### src/rtl/fetch_pkg.sv
// fetch_pkg: shared types and constants for the fetch stage.
//   fetch_state_t : fetch controller state encoding
//   FETCH_NOP     : instruction word used for a bubble
//   FETCH_ADDR_W  : default PC/address width
//   IF_ID_BUBBLE  : bubble value of the IF/ID bundle
package fetch_pkg;

  localparam int          FETCH_ADDR_W = 32;
  localparam logic [31:0] FETCH_NOP    = 32'h0000_0000;

  typedef enum logic [1:0] {
    ST_IDLE    = 2'd0,
    ST_FETCH   = 2'd1,
    ST_HELD    = 2'd2,
    ST_DISCARD = 2'd3
  } fetch_state_t;

  typedef struct packed {
    logic [31:0]             instr;
    logic [FETCH_ADDR_W-1:0] pc4;
    logic                    valid;
  } if_id_t;

  localparam if_id_t IF_ID_BUBBLE = '{instr: FETCH_NOP, pc4: '0, valid: 1'b0};

endpackage

### src/rtl/fetch_stage_ctrl_if_id_reg.sv
// if_id_reg: IF/ID pipeline register with flush/load/hold.
//   i_clk, i_rst_n : clock, asynchronous active-low reset
//   i_flush        : load a bubble (wins over i_load)
//   i_load         : load {i_instr, i_pc4, valid=1}
//   o_instr/o_pc4/o_valid : registered IF/ID contents
// With neither strobe the register holds its value.
module if_id_reg
  import fetch_pkg::*;
#(
  parameter int ADDR_W = FETCH_ADDR_W
) (
  input  logic              i_clk,
  input  logic              i_rst_n,
  input  logic              i_flush,
  input  logic              i_load,
  input  logic [31:0]       i_instr,
  input  logic [ADDR_W-1:0] i_pc4,
  output logic [31:0]       o_instr,
  output logic [ADDR_W-1:0] o_pc4,
  output logic              o_valid
);

  logic [31:0]       r_instr;
  logic [ADDR_W-1:0] r_pc4;
  logic              r_valid;

  always_ff @(posedge i_clk or negedge i_rst_n) begin
    if (!i_rst_n) begin
      r_instr <= IF_ID_BUBBLE.instr;
      r_pc4   <= ADDR_W'(IF_ID_BUBBLE.pc4);
      r_valid <= IF_ID_BUBBLE.valid;
    end else if (i_flush) begin
      r_instr <= IF_ID_BUBBLE.instr;
      r_pc4   <= ADDR_W'(IF_ID_BUBBLE.pc4);
      r_valid <= IF_ID_BUBBLE.valid;
    end else if (i_load) begin
      r_instr <= i_instr;
      r_pc4   <= i_pc4;
      r_valid <= 1'b1;
    end
  end

  assign o_instr = r_instr;
  assign o_pc4   = r_pc4;
  assign o_valid = r_valid;

endmodule

### src/rtl/fetch_stage_ctrl.sv
// fetch_stage_ctrl: PC register, instruction-memory request handshake and
// IF/ID register, driven by the hazard unit's stall/flush/redirect outputs.
//   Clk, Reset (async, active-low)
//   PCWrite, IF_ID_Write, IF_ID_Flush, Redirect, RedirectTarget : hazard inputs
//   IMemReq, IMemAddr, IMemReady, IMemRdata : instruction-memory handshake
//   IF_ID_Instruction, IF_ID_PCPlus4, IF_ID_Valid : IF/ID register outputs
//   StallCycles, FlushCycles : event counters
// Optional feature macro: FETCH_STALL_COUNTER_EN enables the saturating
// stall/flush counters; when undefined both counter ports read 0.
module fetch_stage_ctrl
  import fetch_pkg::*;
#(
  parameter int                ADDR_W   = FETCH_ADDR_W,
  parameter logic [ADDR_W-1:0] RESET_PC = '0
) (
  input  logic              Clk,
  input  logic              Reset,
  input  logic              PCWrite,
  input  logic              IF_ID_Write,
  input  logic              IF_ID_Flush,
  input  logic              Redirect,
  input  logic [ADDR_W-1:0] RedirectTarget,
  output logic              IMemReq,
  output logic [ADDR_W-1:0] IMemAddr,
  input  logic              IMemReady,
  input  logic [31:0]       IMemRdata,
  output logic [31:0]       IF_ID_Instruction,
  output logic [ADDR_W-1:0] IF_ID_PCPlus4,
  output logic              IF_ID_Valid,
  output logic [31:0]       StallCycles,
  output logic [31:0]       FlushCycles
);

  fetch_state_t      r_state;
  fetch_state_t      w_state_nxt;
  logic [ADDR_W-1:0] r_pc;
  logic [ADDR_W-1:0] w_pc_nxt;
  logic [ADDR_W-1:0] w_pc_plus4;
  logic [31:0]       r_hold_instr;
  logic [ADDR_W-1:0] r_hold_pc4;
  logic              w_hold_we;
  logic [ADDR_W-1:0] r_pending;
  logic              w_pend_we;
  logic              w_ifid_load;
  logic              w_ifid_flush;
  logic [31:0]       w_ifid_instr;
  logic [ADDR_W-1:0] w_ifid_pc4;

  assign w_pc_plus4 = r_pc + ADDR_W'(4);

  // State register
  always_ff @(posedge Clk or negedge Reset) begin
    if (!Reset) r_state <= ST_IDLE;
    else        r_state <= w_state_nxt;
  end

  // Next-state logic
  always_comb begin
    w_state_nxt = r_state;
    unique case (r_state)
      ST_IDLE:  w_state_nxt = ST_FETCH;
      ST_FETCH: begin
        if (!IMemReady && Redirect)
          w_state_nxt = ST_DISCARD;
        else if (!Redirect && IMemReady && !IF_ID_Flush && (!IF_ID_Write || !PCWrite))
          w_state_nxt = ST_HELD;
      end
      ST_HELD: begin
        if (Redirect || IF_ID_Flush || (IF_ID_Write && PCWrite))
          w_state_nxt = ST_FETCH;
      end
      ST_DISCARD: begin
        if (IMemReady) w_state_nxt = ST_FETCH;
      end
      default: w_state_nxt = ST_IDLE;
    endcase
  end

  // Output / datapath control
  always_comb begin
    IMemReq      = 1'b0;
    w_pc_nxt     = r_pc;
    w_hold_we    = 1'b0;
    w_pend_we    = 1'b0;
    w_ifid_load  = 1'b0;
    w_ifid_flush = 1'b0;
    w_ifid_instr = IMemRdata;
    w_ifid_pc4   = w_pc_plus4;
    unique case (r_state)
      ST_IDLE: ;
      ST_FETCH: begin
        IMemReq = 1'b1;
        if (!IMemReady && Redirect) begin
          // Request still in flight: keep the address stable and park the target.
          w_pend_we    = 1'b1;
          w_ifid_flush = 1'b1;
        end else if (Redirect) begin
          w_pc_nxt     = RedirectTarget;
          w_ifid_flush = 1'b1;
        end else if (IMemReady && IF_ID_Flush) begin
          w_ifid_flush = 1'b1;
          if (PCWrite) w_pc_nxt = w_pc_plus4;
        end else if (IMemReady && (!IF_ID_Write || !PCWrite)) begin
          // Park the word; IF/ID gets a bubble only if it is allowed to load.
          w_hold_we    = 1'b1;
          w_ifid_flush = IF_ID_Write;
        end else if (IMemReady) begin
          w_ifid_load = 1'b1;
          w_pc_nxt    = w_pc_plus4;
        end else begin
          w_ifid_flush = IF_ID_Write || IF_ID_Flush;
        end
      end
      ST_HELD: begin
        if (Redirect) begin
          w_pc_nxt = RedirectTarget;
        end else if (IF_ID_Flush) begin
          w_pc_nxt = w_pc_plus4;
        end else if (IF_ID_Write && PCWrite) begin
          w_ifid_load  = 1'b1;
          w_ifid_instr = r_hold_instr;
          w_ifid_pc4   = r_hold_pc4;
          w_pc_nxt     = w_pc_plus4;
        end
      end
      ST_DISCARD: begin
        IMemReq      = 1'b1;
        w_pend_we    = Redirect;
        w_ifid_flush = IF_ID_Write || IF_ID_Flush;
        // A redirect arriving with the stale response is the newest target.
        if (IMemReady) w_pc_nxt = Redirect ? RedirectTarget : r_pending;
      end
      default: ;
    endcase
  end

  assign IMemAddr = r_pc;

  always_ff @(posedge Clk or negedge Reset) begin
    if (!Reset) begin
      r_pc         <= RESET_PC;
      r_hold_instr <= FETCH_NOP;
      r_hold_pc4   <= '0;
      r_pending    <= '0;
    end else begin
      r_pc <= w_pc_nxt;
      if (w_hold_we) begin
        r_hold_instr <= IMemRdata;
        r_hold_pc4   <= w_pc_plus4;
      end
      if (w_pend_we) r_pending <= RedirectTarget;
    end
  end

  if_id_reg #(.ADDR_W(ADDR_W)) u_if_id_reg (
    .i_clk   (Clk),
    .i_rst_n (Reset),
    .i_flush (w_ifid_flush),
    .i_load  (w_ifid_load),
    .i_instr (w_ifid_instr),
    .i_pc4   (w_ifid_pc4),
    .o_instr (IF_ID_Instruction),
    .o_pc4   (IF_ID_PCPlus4),
    .o_valid (IF_ID_Valid)
  );

`ifdef FETCH_STALL_COUNTER_EN
  logic [31:0] r_stall_cnt;
  logic [31:0] r_flush_cnt;

  function automatic logic [31:0] sat_inc(input logic [31:0] v);
    return (v == 32'hFFFF_FFFF) ? v : v + 32'd1;
  endfunction

  always_ff @(posedge Clk or negedge Reset) begin
    if (!Reset) begin
      r_stall_cnt <= '0;
      r_flush_cnt <= '0;
    end else begin
      if (!PCWrite || r_state == ST_HELD) r_stall_cnt <= sat_inc(r_stall_cnt);
      if (IF_ID_Flush || Redirect)        r_flush_cnt <= sat_inc(r_flush_cnt);
    end
  end

  assign StallCycles = r_stall_cnt;
  assign FlushCycles = r_flush_cnt;
`else
  assign StallCycles = '0;
  assign FlushCycles = '0;
`endif

endmodule

### config.mk
export PLATFORM = sky130hd
export DESIGN_NAME = fetch_stage_ctrl
export DESIGN_NICKNAME = d
export VERILOG_FILES = /design/src/rtl/fetch_pkg.sv /design/src/rtl/fetch_stage_ctrl_if_id_reg.sv /design/src/rtl/fetch_stage_ctrl.sv
export SDC_FILE = /design/constraint.sdc
export NUM_CORES = 1
export LEC_CHECK = 0
export ABC_CLOCK_PERIOD_IN_PS = 2600
export CORE_MARGIN = 2
export CORE_UTILIZATION = 51
export CTS_CLUSTER_DIAMETER = 150
export DETAILED_ROUTE_END_ITERATION = 16
export HOLD_SLACK_MARGIN = 0.02
export MAX_ROUTING_LAYER = met4
export PLACE_DENSITY = 0.81
export SYNTH_ARGS = -nofsm -noshare
export SYNTH_HDL_FRONTEND = slang
export SYNTH_HIERARCHICAL = 1
export SYNTH_SLANG_ARGS = --single-unit
### constraint.sdc
create_clock -name Clk -period 2.6 [get_ports Clk]
set_input_delay 0.26 -clock Clk [delete_from_list [all_inputs] [get_ports Clk]]
set_output_delay 0.26 -clock Clk [all_outputs]
set_load 0.005 [all_outputs]
; ---- Word-level counts from Yosys, hierarchy flattened
; Index checks and enable logic that the tools add are counted.
[totals]
rom_bits = 0
ram_bits = 0
output_inout_bits = 162
register_bits = 195
memories = 0
wordCells = 96
latchBits = 0
[op_classes]
n_lt_le_gt_ge = 0
n_reduce_logical = 22
div = 0
add_sub_neg = 1
mux = 54
bitwise = 0
n_mul = 0
eq_ne = 11
shift = 0
[ops]
columns = cell, n
row1 = two-way mux 32 bit, 23
row2 = one-hot mux 32 bit (3 select lines), 1
row3 = adder 32 x 3 -> 32 bit (second input constant), 1
row4 = two-way mux 1 bit, 22
row5 = inequality test 4 bit (second input constant), 4
row6 = two-way mux 2 bit, 4
row7 = one-hot mux 2 bit (4 select lines), 1
row8 = logical AND 1 bit, 7
row9 = AND reduction 7 bit, 1
row10 = inequality test 2 bit (second input constant), 3
row11 = one-hot mux 1 bit (2 select lines), 3
row12 = zero test 1 bit, 5
row13 = equality test 2 bit (second input constant), 2
row14 = logical OR 1 bit, 4
row15 = inequality test 3 bit (second input constant), 1
row16 = AND reduction 3 bit, 1
row17 = nonzero test 3 bit, 1
row18 = equality test 2 x 1 -> 1 bit (second input constant), 1
row19 = zero test 2 bit, 1
row20 = nonzero test 2 bit, 1
row21 = OR reduction 2 bit, 1

; ---- Depth between registers and ports, before layout
; Gate-level depths: netlist (run 1).
[logic_depth]
word_depth = 10
mapped_depth = 10
ltp_nobuf = 8

; ---- Hierarchy
; Netlist (run 1), hierarchy kept.
[modules_own_cells]
columns = module, seq_area_each_um2, n_inst, cells_per_inst, area_per_inst_um2
row1 = fetch_stage_ctrl, 3253.1, 1, 775, 7546.0
row2 = if_id_reg, 1626.6, 1, 209, 2637.5

; ---- Least setup slack after synthesis (run 1)
; Ideal clock, no wire load.
[synth_path]
path_kind = flip-flop to flip-flop
start = reg r_state[0]
end = reg u_if_id_reg.r_pc4[18], in the netlist u_if_id_reg/o_pc4[18]
required_time_ps = 2468
stages_incl_launch_ff = 11
slack_ps = 399
arrival_time_ps = 2069
path_buffers = 4
cell_sequence = dfrtp_1 -> inv_1 -> ha_1 -> nand4_1 -> clkbuf_1 -> clkbuf_1 -> a21boi_0 -> buf_6 -> buf_8 -> mux2i_1 -> nor2_1
[synth_via]
word_cells_on_any_way = 9
[synth_rtl]
columns = item, line
row1 = "start, declared", fetch_stage_ctrl.sv:34  ; fetch_state_t r_state;
row2 = "start signal, assigned", fetch_stage_ctrl.sv:54  ; else r_state <= w_state_nxt;
row3 = equality test 2 bit or equality test 2 x 1 -> 1 bit (tied branches), fetch_stage_ctrl.sv:89  ; unique case (r_state)
row4 = one-hot mux 1 bit (2 select lines) *, fetch_stage_ctrl.sv:89
row5 = named net w_ifid_load, fetch_stage_ctrl.sv:44  ; logic w_ifid_load;
row6 = nonzero test 2 bit (no source line) *, n/a
row7 = "end signal, assigned", fetch_stage_ctrl_if_id_reg.sv:30  ; r_pc4 <= ADDR_W'(IF_ID_BUBBLE.pc4);
row8 = "end signal, assigned", fetch_stage_ctrl_if_id_reg.sv:34  ; r_pc4 <= ADDR_W'(IF_ID_BUBBLE.pc4);
row9 = "end signal, assigned", fetch_stage_ctrl_if_id_reg.sv:38  ; r_pc4 <= i_pc4;
row10 = "end, declared", fetch_stage_ctrl_if_id_reg.sv:24  ; logic [ADDR_W-1:0] r_pc4;
; The timed path passes the listed nets; every way through them passes the cells marked *. The select of a mux whose other input is x is not followed.
; A chain may end at the register's enable or synchronous reset.

; ---- Worst setup path after layout (run 1)
[layout_path]
start = reg r_pc[3], in the netlist IMemAddr[3]
end = reg u_if_id_reg.r_pc4[24], in the netlist u_if_id_reg/o_pc4[24]
[layout_via]
elab_chain_cells = 7
[layout_rtl]
columns = item, line
row1 = "start, declared", fetch_stage_ctrl.sv:36  ; logic [ADDR_W-1:0] r_pc;
row2 = "start signal, assigned", fetch_stage_ctrl.sv:146  ; r_pc <= w_pc_nxt;
row3 = adder 32 x 3 -> 32 bit *, fetch_stage_ctrl.sv:49  ; assign w_pc_plus4 = r_pc + ADDR_W'(4);
row4 = two-way mux 32 bit, fetch_stage_ctrl.sv:119  ; end else if (IF_ID_Write && PCWrite) begin
row5 = two-way mux 32 bit, fetch_stage_ctrl.sv:117  ; end else if (IF_ID_Flush) begin
row6 = two-way mux 32 bit, fetch_stage_ctrl.sv:115  ; if (Redirect) begin
row7 = two-way mux 32 bit *, fetch_stage_ctrl.sv:89
row8 = named net w_ifid_pc4[24], fetch_stage_ctrl.sv:47  ; logic [ADDR_W-1:0] w_ifid_pc4;
row9 = two-way mux 32 bit *, fetch_stage_ctrl_if_id_reg.sv:36  ; end else if (i_load) begin
row10 = two-way mux 32 bit *, fetch_stage_ctrl_if_id_reg.sv:32  ; end else if (i_flush) begin
; Marked as above.

==> results of run 1 <==
==> critical path, cell delays in order (launching register included) <==
cell     delay, ps
dfrtp_1        450
ha_1           290
nand4_2        240
or2_2          410
or3_4          420
xnor2_2        210
a21oi_1        100
mux2i_1        170
nor2_1          50
==> cell type report <==
cell class                      count  share of cell area
Clock inverter                     15              0.0118
Inverter                           17             0.00507
Multi-Input combinational cell    704               0.372
Timing Repair Buffer              200               0.163
Clock buffer                       17              0.0338
Tap cell                          265              0.0263
Sequential cell                   195               0.388
==> flip-flops by register name, summed over array words and instances (netlist names) <==
| register | flops |
|---|---|
| IMemAddr | 32 |
| r_hold_instr | 32 |
| r_hold_pc4 | 32 |
| r_pending | 32 |
| r_state | 2 |
| u_if_id_reg/o_instr | 32 |
| u_if_id_reg/o_pc4 | 32 |
| u_if_id_reg/o_valid | 1 |
==> repair_timing <==
item                                   CTS  global route
setup endpoints to repair                0            30
resized for setup                        0             3
hold buffers                             1             0
endpoints found under the hold margin   50             0
==> through the flow <==
step                power [mW]  instance area [µm²]  hold slack, ps
floorplan                 7.25                10400           -35.6
global placement          8.76                12000             264
detailed placement        8.89                12000             266
CTS                       11.5                12600             377
global route              12.2                12600             406
finish                    11.5                12600             346
==> power by group <==
group	total, mW	internal (mW)	switching [mW]
logic	4.01	2.02	1.99
clock network	2.57	1.35	1.22
registers	4.88	4.04	0.839
==> final timing paths <==
kind | startpoint | to | slack [ps] | depth (start not counted)
worst min register to register | r_hold_pc4[9]$_DFFE_PN0P_ | r_hold_pc4[9]$_DFFE_PN0P_ | 480 | 2
min in group Clk | RedirectTarget[1] | IMemAddr[1]$_DFFE_PN0P_ | 450 | 3
worst min-delay path | Reset | r_hold_instr[27]$_DFFE_PN0P_ | 350 | 2
max in group asynchronous | Reset | r_pending[31]$_DFFE_PN0P_ | 1520 | 3
worst max-delay path | IMemAddr[3]$_DFFE_PN0P_ | u_if_id_reg/o_pc4[24]$_DFFE_PN0P_ | 140 | 8
worst max register to register | IMemAddr[3]$_DFFE_PN0P_ | u_if_id_reg/o_pc4[24]$_DFFE_PN0P_ | 140 | 8
==> layout by cell type (no fill, tap or decap), types with 5 or more instances in the layout <==
cell type	instances
xnor2_1	19
o21ai_0	57
conb_1	64
mux2_2	101
a211oi_1	6
nand3_1	19
ha_1	5
nand4_1	13
clkdlybuf4s50_1	167
a22oi_1	9
clkinvlp_4	5
o31a_1	6
o31ai_1	5
nand2_1	65
xor2_1	7
a21oi_1	54
nor4_1	5
buf_12	10
nor3_1	8
inv_1	17
a22o_1	5
dfrtp_1	195
buf_4	20
nor2_1	118
o22ai_1	6
o2bb2ai_1	6
and3_1	6
clkbuf_16	17
mux2i_1	65
==> cell families (layout without fill, tap and decap cells) <==
| family | after synthesis | in the layout |
|---|---|---|
| adder cells (fa/ha/maj) | 5 | 5 |
| other | 1 | 64 |
| multiplexers | 166 | 166 |
| AND/OR/NAND/NOR | 260 | 260 |
| XOR/XNOR | 28 | 28 |
| buffers and inverters | 148 | 249 |
| AO/OA/AOI/OAI | 181 | 181 |
| flip-flops | 195 | 195 |
==> per-layer routing <==
metal  routed length (µm)  vias to the layer above  part of all wire  track usage
li1                     -                     3611                 -            -
met1                11200                     3825              0.46        0.340
met2                11300                      260              0.47        0.359
met3                 1320                       20             0.055       0.0431
met4                  286                        0             0.012       0.0485
met5                    0                        -                 0            -
==> impl_metrics.ini, run 1 <==
[placement]
post-place-cells = 1380
dp_hpwl_mm = 16.6
finalWeightedCongestion = 0.862
portBuffers = 168
pre_cts_ws_ps = -37.3

[pwr]
p_leak_nw = 5.28
power_density_nw_per_um2 = 911
ir_worst_vdd_mv = 0.623

[critical_path]
startpoint_type = flip-flop
worstSetupEndpointType = flip-flop
required_ps = 2900
crit_path_max_fanout = 6
worstPathArrival_ps = 2760
crit_type = reg -> reg

[synth]
yosysMostFrequentCell = dfrtp_1
synth.distinct_cells = 62
synth_top_family_by_area = multiplexers
synth_adder_area_share = 0.00614
avgSynthCellArea_um2 = 10.3
postSynth.asyncResetShare = 1.00
synthTopCellsByArea = dfrtp_1 48%, mux2_2 11%, mux2i_1 6.4%
yosys.area.top_type = dfrtp_1
ys_warn_count = 6
synthCells = 984
synth-xor-area-share = 0.0248
netlist_area_um2 = 10200
yosys_most_used_dff = dfrtp_1
synth_common_cells = 195 x dfrtp_1, 118 x nor2_1, 101 x mux2_2, 68 x buf_4
synth_edf_count = 0
muxShareOfSynthArea = 0.176
ys_seq_area_frac = 0.479
synth-simple-area-share = 0.117
yosys_register_bits = 195
synth_top_area_share = 0.479
synth-compound-area-share = 0.108

[detailed_routing]
drc = 0
dr.pass1.iters = 6
ant_nets = 0
vias = 7716
viasPerCell = 5.46
drtIter0Drc = 452
wl_mm = 24.2
post_drt_wl_per_cell_um = 17.1

[global_routing]
antenna_found_initial = 0
grt_pass1_wl_mm = 39.6
grt_pass1_vias = 7236
grt_max_degree = 94
grtUsageTotal = 0.238
grt_overflow_total = 0

[layout]
drive_above_1_share = 0.160
fin_util = 0.645
register_area_um2 = 4880
multi_input_area_um2 = 4680
fill_cells = 1567
fin_nets = 1211
diodes = 0
final_cells = 1413
syn_to_final_growth_pct = 23.6

[timing]
maxClockFrequency_mhz = 407
hold_viol_final = 0
finClkSkew_ps = 8.09
slew_headroom = 0.142
finalWorstSetupSlack_ps = 141
setup_viol = 0
rsz0062_at_grt = yes
fin_tns_setup_ps = 0
period_share = 0.946
min_period_ps = 2460
worst_slew_pin_slew_ps = 1280
maxSlewViolCount = 0

[die]
placementRows = 51
core_area_um2 = 19500
die_x_um = 145
die-area_um2 = 21100
start_util = 0.522
io_pins = 233
die_height_um = 145

[clocking]
path_clk_slew_ps = 80
clock_path_buffers = 2
post_cts_buffers = 0
cts-buffers-inserted = 17
clk_latency_ps = 430
clock_sinks = 195
cts_tree = built
cts_max_level = 4
clock-root-buffer = clkbuf_16

[hold_path]
hold_path.class = in -> async

[status]
status = complete, no violations

[job]
drv_cap = 0
No activity file was read; power rests on OpenSTA's default activity.
==> inputs of run 2 (changes only) <==
Settings changed: GPL_TIMING_DRIVEN from default to 0.
==> run 2 against run 1 <==
Setup slack worse by 66 ps. First-iteration DRC count up 44%. Fmax decreased by 2.6%. Final cell count is 7.1% higher. Routed wire length grew 9.7%. Die area unchanged. Final area increased by 4.4%. Sequential share of layout area down 1.6 points.
==> impl_metrics.ini, run 2 (synthesized netlist as in run 1, its figures left out) <==
[status]
status = complete, no violations

[timing]
hold_viol_final = 0
worst_slew_pin_slew_ps = 747
min_period_ps = 2530
slew_headroom = 0.498
setup_viol = 0
maxSlewViolCount = 0
period_share = 0.971
maxClockFrequency_mhz = 396
finClkSkew_ps = 9.26

[die]
die-area_um2 = 21100
core_area_um2 = 19500
die_x_um = 145
io_pins = 233
die_height_um = 145
placementRows = 51
start_util = 0.522

[detailed_routing]
dr.pass1.iters = 5
viasPerCell = 5.33
wl_mm = 26.5
drtIter0Drc = 653
drc = 0
post_drt_wl_per_cell_um = 17.5
vias = 8077
ant_nets = 0

[layout]
final_common_cell = dfrtp_1
syn_to_final_growth_pct = 29.0
fill_cells = 1565
mostFrequentLayoutCells = 194 x dfrtp_1, 166 x clkdlybuf4s50_1, 117 x nor2_1
fin_area_um2 = 13100
fin_nets = 1312
drive_above_1_share = 0.202
final_cells = 1514

[clocking]
clock-root-buffer = clkbuf_16
clock_sinks = 195
cts_max_level = 4
cts-buffers-inserted = 17
clock_path_buffers = 2
path_clk_slew_ps = 60
cts_tree = built
clk_latency_ps = 430

[global_routing]
grt_max_degree = 121
grtUsageTotal = 0.260
grt_overflow_total = 0
antenna_found_initial = 1
grt_pass1_wl_mm = 42.7
grt_pass1_vias = 7924

[pwr]
p_seq_frac = 0.412
ir_worst_vdd_mv = 0.523
p_leak_nw = 5.67
total_power_mw = 11.8
power.internal_mw = 7.69
switching_share = 0.349
clockPowerShare = 0.237
p_sw_mw = 4.13
power_density_nw_per_um2 = 899
p_comb_frac = 0.351

[hold_path]
min_path_cells = 3
min_from = IMemReady
hold_path.class = in -> reg

[critical_path]
worstPathArrival_ps = 2270
startpoint = r_state[0]$_DFFE_PN0P_
r2r-start = IMemAddr[3]$_DFFE_PN0P_
worstSetupEndpointType = output pin
crit_path_max_fanout = 10
startpoint_type = flip-flop
crit_type = reg -> out
r2r_cells = 8
required_ps = 2340

[job]
drv_cap = 0

[placement]
dpl_cell_area_um2 = 12500
portBuffers = 167
post-place-cells = 1480
dp_hpwl_mm = 19.5
finalWeightedCongestion = 0.927
## run 2: changes by cell type in the layout (fill, tap and decap cells not counted), sizes merged
cell,previous run,this run
diode,0,1
bufinv,1,4
buf,31,104
inv,23,20
clkinvlp,5,1
clkbuf,18,49
clkinv,3,4
clkdlybuf4s50,167,166
## run 2: worst paths after layout
check | endpoint | slack, ps
min in group asynchronous | r_hold_instr[22]$_DFFE_PN0P_ | 390
setup / recovery | IMemReq | 70
max in group asynchronous | IMemAddr[27]$_DFFE_PN0P_ | 1200
hold / removal | r_state[0]$_DFFE_PN0P_ | 210
hold reg to reg | r_hold_pc4[26]$_DFFE_PN0P_ | 480
setup reg to reg | u_if_id_reg/o_pc4[24]$_DFFE_PN0P_ | 80
## run 2: routing by layer
metal | vias to the layer above | share of wire | track usage
met4 | 0 | 0.023 | 0.0809
li1 | 3823 | - | -
met2 | 342 | 0.47 | 0.406
met5 | - | 0 | -
met3 | 37 | 0.063 | 0.0447
met1 | 3875 | 0.44 | 0.350
## run 2: repair_timing
item / in CTS / in global routing
cloned: 0 / 0
gates resized for setup: 8 / 15
hold buffers: 1 / 0
setup buffers: 0 / 2
endpoints found under the hold margin: 75 / 0
setup endpoints to repair: 66 / 80
## run 2: layout make-up
cell class / count / area (µm²) / share of cell area
flip-flops and latches: 195 / 4880 / 0.371
multi-input cells: 704 / 4670 / 0.355
repair buffers: 171 / 1730 / 0.132
plain buffers: 130 / 845 / 0.0643
clock buffers: 19 / 443 / 0.0337
well taps: 265 / 332 / 0.0252
clock inverters: 12 / 178 / 0.0135
inverters: 17 / 63.8 / 0.00486
diodes: 1 / 2.50 / 0.000190
## run 2: power by group through the flow
stage	sequential [mW]	combinational (mW)	clock, mW
after floorplan	4.67	2.57	0
after global placement	4.84	3.98	0
after detailed placement	4.89	4.07	0
after CTS	4.83	4.12	2.84
after global routing	4.99	4.53	2.97
final	4.87	4.15	2.79
## run 2: critical path, stage by stage, from the launching register on
cell	delay, ps
dfrtp_1	420
ha_1	230
buf_2	190
buf_2	230
or2_2	310
clkdlybuf4s50_1	460
## run 2: stage by stage
stage	hold slack (ps)	setup WS [ps]	setup TNS, ps	util
floorplan	-35.6	399	0	-
global placement	462	-6900	-1383790	0.636
detailed placement	273	-732	-43600	0.638
CTS	194	5.52	0	0.671
global route	229	-5.06	-5.06	0.673
finish	208	74.7	0	0.673
